File: src/rtl/result_serializer_pkg.sv
// rtl/result_serializer_pkg.sv - shared TPU defaults and output-stage state encodings
package result_serializer_pkg;

    // Dimensions shared with input_control and the PE array
    localparam int D_W       = 8;
    localparam int N_DEF     = 2;
    localparam int ACC_W_DEF = 2 * D_W;

    // Output-stage FSM encodings (kept as plain constants for legacy RTL that uses them)
    localparam logic [1:0] OUT_IDLE  = 2'b00;
    localparam logic [1:0] OUT_SHIFT = 2'b01;
    localparam logic [1:0] OUT_DONE  = 2'b10;

    typedef logic [1:0] out_state_t;

    // Counter width able to index n items; never narrower than one bit
    function automatic int cnt_w(input int n);
        return (n <= 2) ? 1 : $clog2(n);
    endfunction

endpackage

File: src/rtl/result_serializer_if.sv
// rtl/result_serializer_if.sv - result capture and serial pin bundle of the output stage
interface result_serializer_if #(
    parameter int N     = 2,
    parameter int ACC_W = 16
) ();

    logic [N*N*ACC_W-1:0] res_flat;
    logic                 res_valid;
    logic                 shift_en;
    logic                 data_out;
    logic                 out_valid;
    logic                 frame_start;
    logic                 busy;
    logic                 overrun;

    modport slave (
        input  res_flat, res_valid, shift_en,
        output data_out, out_valid, frame_start, busy, overrun
    );

    modport master (
        output res_flat, res_valid, shift_en,
        input  data_out, out_valid, frame_start, busy, overrun
    );

endinterface

File: src/rtl/result_serializer_piso_shift.sv
// rtl/result_serializer_piso_shift.sv - parallel-load, shift-right, LSB-out register
module piso_shift #(
    parameter int W = 64
) (
    input  logic         clk,
    input  logic         rst_n,
    input  logic         load,
    input  logic [W-1:0] din,
    input  logic         shift,
    output logic         dout
);

    logic [W-1:0] q_q;
    logic [W-1:0] q_d;

    // Load wins over shift; shifting fills zeros from the top
    always_comb begin
        q_d = q_q;
        if (load) begin
            q_d = din;
        end else if (shift) begin
            q_d = {1'b0, q_q[W-1:1]};
        end
    end

    // Register with asynchronous clear
    always_ff @(posedge clk or negedge rst_n) begin
        if (!rst_n) begin
            q_q <= '0;
        end else begin
            q_q <= q_d;
        end
    end

    assign dout = q_q[0];

endmodule

File: src/rtl/result_serializer.sv
// rtl/result_serializer.sv - snapshots the PE array results and shifts them out bit-serially
module result_serializer
    import result_serializer_pkg::*;
#(
    parameter int N     = N_DEF,
    parameter int ACC_W = ACC_W_DEF
) (
    input  logic                clk,
    input  logic                rst_n,
    result_serializer_if.slave  bus
);

    localparam int W   = N * N * ACC_W;
    localparam int BCW = cnt_w(ACC_W);
    localparam int WCW = cnt_w(N * N);

    localparam logic [BCW-1:0] BIT_LAST  = BCW'(ACC_W - 1);
    localparam logic [WCW-1:0] WORD_LAST = WCW'(N * N - 1);

    out_state_t     state_q,    state_d;
    logic [BCW-1:0] bit_cnt_q,  bit_cnt_d;
    logic [WCW-1:0] word_cnt_q, word_cnt_d;
    logic           overrun_q,  overrun_d;

    logic           load;
    logic           consume;
    logic           sreg_lsb;

    // A capture is only accepted from IDLE; a bit is consumed when the host allows it
    assign load    = (state_q == OUT_IDLE) && bus.res_valid;
    assign consume = (state_q == OUT_SHIFT) && bus.shift_en;

    // Frame sequencing: capture, count bits/words while consuming, one-cycle separator
    always_comb begin
        state_d    = state_q;
        bit_cnt_d  = bit_cnt_q;
        word_cnt_d = word_cnt_q;
        overrun_d  = overrun_q;
        case (state_q)
            OUT_IDLE: begin
                if (bus.res_valid) begin
                    state_d    = OUT_SHIFT;
                    bit_cnt_d  = '0;
                    word_cnt_d = '0;
                    overrun_d  = 1'b0;
                end
            end
            OUT_SHIFT: begin
                if (bus.res_valid) begin
                    overrun_d = 1'b1;
                end
                if (consume) begin
                    if (bit_cnt_q == BIT_LAST) begin
                        bit_cnt_d = '0;
                        if (word_cnt_q == WORD_LAST) begin
                            word_cnt_d = '0;
                            state_d    = OUT_DONE;
                        end else begin
                            word_cnt_d = word_cnt_q + WCW'(1);
                        end
                    end else begin
                        bit_cnt_d = bit_cnt_q + BCW'(1);
                    end
                end
            end
            OUT_DONE: begin
                if (bus.res_valid) begin
                    overrun_d = 1'b1;
                end
                state_d = OUT_IDLE;
            end
            default: begin
                state_d = OUT_IDLE;
            end
        endcase
    end

    // State, counters and sticky overrun flag
    always_ff @(posedge clk or negedge rst_n) begin
        if (!rst_n) begin
            state_q    <= OUT_IDLE;
            bit_cnt_q  <= '0;
            word_cnt_q <= '0;
            overrun_q  <= 1'b0;
        end else begin
            state_q    <= state_d;
            bit_cnt_q  <= bit_cnt_d;
            word_cnt_q <= word_cnt_d;
            overrun_q  <= overrun_d;
        end
    end

    piso_shift #(
        .W (W)
    ) u_shift (
        .clk   (clk),
        .rst_n (rst_n),
        .load  (load),
        .din   (bus.res_flat),
        .shift (consume),
        .dout  (sreg_lsb)
    );

    // Outputs decode only flops, so they hold while shift_en is low and clear with reset
    assign bus.out_valid   = (state_q == OUT_SHIFT);
    assign bus.data_out    = bus.out_valid & sreg_lsb;
    assign bus.frame_start = bus.out_valid && (bit_cnt_q == '0) && (word_cnt_q == '0);
    assign bus.busy        = (state_q != OUT_IDLE);
    assign bus.overrun     = overrun_q;

endmodule

File: src/flat_wrapper.sv
// flat-port wrapper written by rule: the top's interface ports become plain ports
module result_serializer_flat import result_serializer_pkg::*;
#(
    parameter int N     = N_DEF,
    parameter int ACC_W = ACC_W_DEF
)
  (clk, rst_n, bus_res_flat, bus_res_valid, bus_shift_en, bus_data_out, bus_out_valid, bus_frame_start, bus_busy, bus_overrun);
  result_serializer_if #(.N(N), .ACC_W(ACC_W)) bus_i ();
  input  logic clk;
  input  logic rst_n;
  input wire logic [$bits(bus_i.res_flat)-1:0] bus_res_flat;
  input wire logic [$bits(bus_i.res_valid)-1:0] bus_res_valid;
  input wire logic [$bits(bus_i.shift_en)-1:0] bus_shift_en;
  output wire logic [$bits(bus_i.data_out)-1:0] bus_data_out;
  output wire logic [$bits(bus_i.out_valid)-1:0] bus_out_valid;
  output wire logic [$bits(bus_i.frame_start)-1:0] bus_frame_start;
  output wire logic [$bits(bus_i.busy)-1:0] bus_busy;
  output wire logic [$bits(bus_i.overrun)-1:0] bus_overrun;
  assign bus_i.res_flat = bus_res_flat;
  assign bus_i.res_valid = bus_res_valid;
  assign bus_i.shift_en = bus_shift_en;
  assign bus_data_out = bus_i.data_out;
  assign bus_out_valid = bus_i.out_valid;
  assign bus_frame_start = bus_i.frame_start;
  assign bus_busy = bus_i.busy;
  assign bus_overrun = bus_i.overrun;
  result_serializer #(.N(N), .ACC_W(ACC_W)) u_core (.clk(clk), .rst_n(rst_n), .bus(bus_i));
endmodule
File: config.mk
export PLATFORM = sky130hd
export DESIGN_NAME = result_serializer_flat
export DESIGN_NICKNAME = d
export VERILOG_FILES = /design/src/rtl/result_serializer_pkg.sv /design/src/rtl/result_serializer_if.sv /design/src/rtl/result_serializer_piso_shift.sv /design/src/rtl/result_serializer.sv /design/src/flat_wrapper.sv
export SDC_FILE = /design/constraint.sdc
export NUM_CORES = 1
export LEC_CHECK = 0
export CORE_MARGIN = 10
export CORE_UTILIZATION = 51
export DETAILED_ROUTE_END_ITERATION = 10
export MAX_ROUTING_LAYER = met4
export PLACE_DENSITY_LB_ADDON = 0.25
export SYNTH_ARGS = -nofsm -noshare
export SYNTH_HDL_FRONTEND = slang
export SYNTH_SLANG_ARGS = --single-unit
File: constraint.sdc
create_clock -name clk -period 2.08 [get_ports clk]
set_input_delay 0.208 -clock clk [delete_from_list [all_inputs] [get_ports clk]]
set_output_delay 0.208 -clock clk [all_outputs]
set_load 0.005 [all_outputs]
Word-level counts from Yosys, hierarchy flattened
Index checks and enable logic that the tools add are counted.

$add $sub $neg: 2. Mux-type cells: 19. Equality and inequality tests: 9. Bitwise operators: 1. Reduce and logical (&&, ||, !) cells: 16.

Operators by type and width (count): two-way mux 64 bit (2); two-way mux 2 bit (8); two-way mux 4 bit (3); inequality test 2 bit (second input constant) (4); case mux 2 bit (2 select lines) (2); case mux 4 bit (2 select lines) (1); AND reduction 4 bit (2); nonzero test 2 bit (4); AND reduction 3 bit (2); adder 4 x 1 -> 4 bit (second input constant) (1); == test 2 bit (second input constant) (2); == test 4 bit (second input constant) (1); logical AND 1 bit (4); zero test 2 bit (2); zero test 4 bit (1); adder 2 x 1 -> 2 bit (second input constant) (1); == test 2 x 1 -> 1 bit (second input constant) (1); two-way mux 1 bit (2); inequality test 2 x 1 -> 1 bit (second input constant) (1); case mux 1 bit (2 select lines) (1); OR reduction 2 bit (1); AND 1 bit (1).

Word-level logic and storage cells: 52. Input port bits: 68. Bits in registers: 73.

Depth between registers and ports, before layout
Word-level depth: 5. Depth in mapped cells: 8.

Cells and area by module
A second synthesis with hierarchy kept.

Cells, all modules: 342. Area total of the unflattened synthesis: 3626.0 µm².

Modules (own cells, without submodules): piso_shift (area an instance 2996.6 µm², sequential area each 1601.5 µm², cells each 277, instances 1); result_serializer (area an instance 629.4 µm², sequential area each 225.2 µm², cells each 65, instances 1).

Worst setup path before layout
Ideal clock, no wire load.

Path type: reg2reg. Start: register u_core.state_q[1]. End: register u_core.word_cnt_q[0]. Buffers on the path: 0. Period minus slack after synthesis: 1.662 ns. Arrival: 1.537 ns. Stages on the path, launching flop included: 7. Path slack: 0.418 ns. Cell sequence: dfrtp_1 -> inv_1 -> ha_1 -> inv_1 -> o211ai_4 -> nor2_2 -> mux2_4.

Longest elaborated chain between the ends: 4.

Ends and longest elaborated chain: start: declaration (line result_serializer.sv:20) `out_state_t state_q, state_d;`; start signal: assignment (line result_serializer.sv:86) `state_q <= state_d;`; == test 2 x 1 -> 1 bit (*); net bus_out_valid (line flat_wrapper.sv:15) `output wire logic [$bits(bus_i.out_valid)-1:0] bus_out_valid;`; logical AND 1 bit (line result_serializer.sv:31) `assign consume = (state_q == OUT_SHIFT) && bus.shift_en;`; inequality test 2 bit (no source line); AND reduction 4 bit (no source line); end signal: assignment (line result_serializer.sv:88) `word_cnt_q <= word_cnt_d;`; end: declaration (line result_serializer.sv:22) `logic [WCW-1:0] word_cnt_q, word_cnt_d;`.

Mark *: on every way through the listed nets, which the timed path passes. The rest lies on a longest branch. A chain may end at the register's enable or synchronous reset.

Worst setup path after layout
Start: register u_core.state_q[1]. End: output port bus_data_out.

Longest elaborated chain between the ends: 2.

Ends and longest elaborated chain: == test 2 x 1 -> 1 bit (line result_serializer.sv:105) `assign bus.out_valid = (state_q == OUT_SHIFT);`; AND 1 bit (line result_serializer.sv:106) `assign bus.data_out = bus.out_valid & sreg_lsb;`; end: declaration (line flat_wrapper.sv:14) `output wire logic [$bits(bus_i.data_out)-1:0] bus_data_out;`.

Every way passes these cells.

==> reports/metrics.yaml <==
outcome:
  status: "finished, violations left"
  violations: "hold timing"
clock_tree:
  cts_setup_buffers: 0
  clk_latency_ps: 330
  cts_made_buffers: 9
  cts_buffer_depth: 2
  htree_levels: 3
  clk_pin_slew_ps: 80
  cts_root_buf: "clkbuf_8"
  clkSinkCount: 73
  cts_tree: "yes"
detailed_routing:
  final_antenna_net_count: 0
  num_vias: 2600
  firstDrtPassIters: 4
  drc: 0
  via_per_inst: 5.231
  drt_iter0_drc: 52
  routedWlPerCell_um: 15.00
  wl_um: 7453
critical_path:
  end_kind: "output port"
  cp_slowest_cell: "clkdlybuf4s50_1"
  worstSetupPathType: "flop to output port"
  path_cells: "inv_2, ha_2, and2_1, clkdlybuf4s50_1"
  cpPeakStageDelay_ps: 500
  required_ps: 1870
  reg2reg_from: "u_core.state_q[0]$_DFFE_PN0P_"
  crit_path_start: "u_core.state_q[1]$_DFFE_PN0P_"
  worstPathArrival_ps: 1760
  crit_buf_inv: 2
  path_max_fanout: 4
  cp_top_family: "buffers and inverters"
  crit_path_start_kind: "flop"
synth:
  synth-simple-area-share: 0.1062
  avgSynthCellArea_um2: 10.37
  synth_top_family_by_area: "multiplexers"
  ys_seq_elements: 73
  synth.distinct_cells: 33
  synthAdderAreaFrac: 0.03186
  netlist_instances: 341
  yosys.area_share.xor_xnor: 0
  synth_async_sr_flop_share: 1.000
  yosys_warnings: 0
  synth_compound_area_frac: 0.1182
  synthMuxAreaShare: 0.1858
  synth_nets: 418
  synth_edf_count: 0
  synth_most_common_cell: "dfrtp_1"
  yosysTopAreaCellShare: 0.5168
  yosys.area.top_type: "dfrtp_1"
  netlist_area_um2: 3535
  netlist_top_cells_count: "dfrtp_1, nand2_1, mux2i_1, o21ai_0, inv_1"
  seq_area_frac_synth: 0.5168
  synthFlopType: "dfrtp_1"
  synth_area_leaders: "dfrtp_1, mux2i_1, o21ai_0, nand2_1, ha_1"
pwr:
  power_mw: 6.003
  seq_power_share: 0.380
  power.leakage_nw: 2.320
  ir_drop_v: 0.0007530
  p_sw_frac: 0.3491
  clkPwrFrac: 0.209
  p_sw_mw: 2.096
  p_int_mw: 3.907
  power_density_nw_per_um2: 1297
  power_frac_comb: 0.411
final_layout:
  fin_nets: 489
  diodes: 0
  syn_to_final_growth_pct: 30.97
  drive_above_1_share: 0.08633
sta:
  finalCritPeriodShare: 0.9463
  period_minus_slack_ps: 1968
  setup_viol: 0
  slew_viol_final: 0
  finClkSkew_ps: 11.61
  setup_tns_ps: 0
  fmax_mhz: 508.0
  hold_ws_ps: -8.342
  hold_viol: 6
  worst_pin_slew_ps: 894.8
  rsz0062_at_grt: "false"
  slew_headroom: 0.4034
die:
  fp-row-count: 30
  die_h_um: 103.3
  io_pins: 73
  fp.coreArea_um2: 6756
  dieArea_um2: 10660
  initial_utilization: 0.5231
  die_x_um: 103.3
placement:
  hpwlAfterDp_um: 5341
  gp_congestion: 0.7442
  numPortBuffers: 72
global_route:
  antenna_found_initial: 0
  grt_pass1_vias: 2768
  grt_max_degree: 74
  grt_usage: 0.1525
  grt_overflow: 0
  grt_first_pass_wirelength_um: 12610
worst_hold_path:
  worstHoldPathType: "input pin to async pin"
job:
  drv_cap: 0
-- routing by layer --
layer,vias up,GRT usage,part of all wire
li1,1311,-,-
met3,9,0.04252,0.054
met5,-,-,0
met2,52,0.2438,0.47
met1,1228,0.1864,0.47
met4,0,0.04171,0.0085
-- worst register-to-register path: cells and delay by family (launching register included) --
family,cells,cell delay [ps]
buf+inv,2,310
simple gates,1,220
compound gates,2,490
flops,1,440
fa+ha+maj,1,280
-- final cells by class --
cell class	instances	area [µm²]
Fill cell	523	2127
Sequential cell	73	1828
Multi-Input combinational cell	238	1593
Timing Repair Buffer	80	840.8
Clock buffer	12	155.1
Tap cell	80	100.1
Clock inverter	4	75.07
Inverter	10	37.54
-- power groups by stage --
stage | clock [mW] | sequential [mW] | combinational (mW)
finish | 1.26 | 2.28 | 2.47
CTS | 1.28 | 2.28 | 2.50
global route | 1.34 | 2.35 | 2.80
floorplan | 0 | 2.21 | 1.75
global placement | 0 | 2.26 | 2.38
detailed placement | 0 | 2.30 | 2.47
-- worst paths after layout --
path	end	slack [ps]	cells past startpoint
max	bus_data_out	110	4
min	u_core.u_shift.q_q[24]$_DFFE_PN0P_	-8	1
max reg2reg	u_core.u_shift.q_q[42]$_DFFE_PN0P_	220	6
min reg2reg	u_core.u_shift.q_q[10]$_DFFE_PN0P_	480	2
max in group asynchronous	u_core.state_q[0]$_DFFE_PN0P_	1480	1
min in group clk	u_core.u_shift.q_q[0]$_DFFE_PN0P_	460	3
-- cell families after synthesis --
family / Yosys count
and+or+nand+nor: 89
muxes: 65
adders and majority gates: 9
DFF: 73
buffers and inverters: 30
AOI/OAI and AO/OA: 75
-- registers in the layout, indices dropped and copies added (netlist names) --
register	flops
u_core.word_cnt_q	2
u_core.u_shift.q_q	64
u_core.bus.overrun	1
u_core.bit_cnt_q	4
u_core.state_q	2
-- repair_timing --
| action | 4_1_cts | 5_1_grt |
|---|---|---|
| resized for setup | 3 | 2 |
| hold buffers | 0 | 0 |
| setup endpoints to repair | 1 | 3 |
-- stage by stage --
step           setup WS, ps  cells  hold slack (ps)  utilization  cell area [µm²]
3_3_place_gp          259.4    481            403.3       0.6487             4383
2_1_floorplan         418.0    341           -87.59            -             3535
3_5_place_dp          204.6    481            399.0       0.6487             4383
4_1_cts               22.39    497            36.33       0.6850             4628
5_1_grt               42.18    497            67.59       0.6852             4629
6_report              111.6    497           -8.342       0.6852             4629
-- cell usage in the layout, fill, tap and decap left out, types with 2 or more instances in the layout --
cell type         n
a21oi_1           5
clkdlybuf4s50_1  71
buf_4             4
nor2_1            7
buf_12            5
nor3_1            2
ha_1              7
or2b_1            2
inv_1             9
o21ai_0          60
and2_1            2
mux2i_1          63
o21ai_1           2
clkinvlp_4        2
dfrtp_1          72
bufinv_16         2
nand2_1          66
nand3_1           2
nor3b_1           2
clkbuf_8         11
No activity file was read; power rests on OpenSTA's default activity.
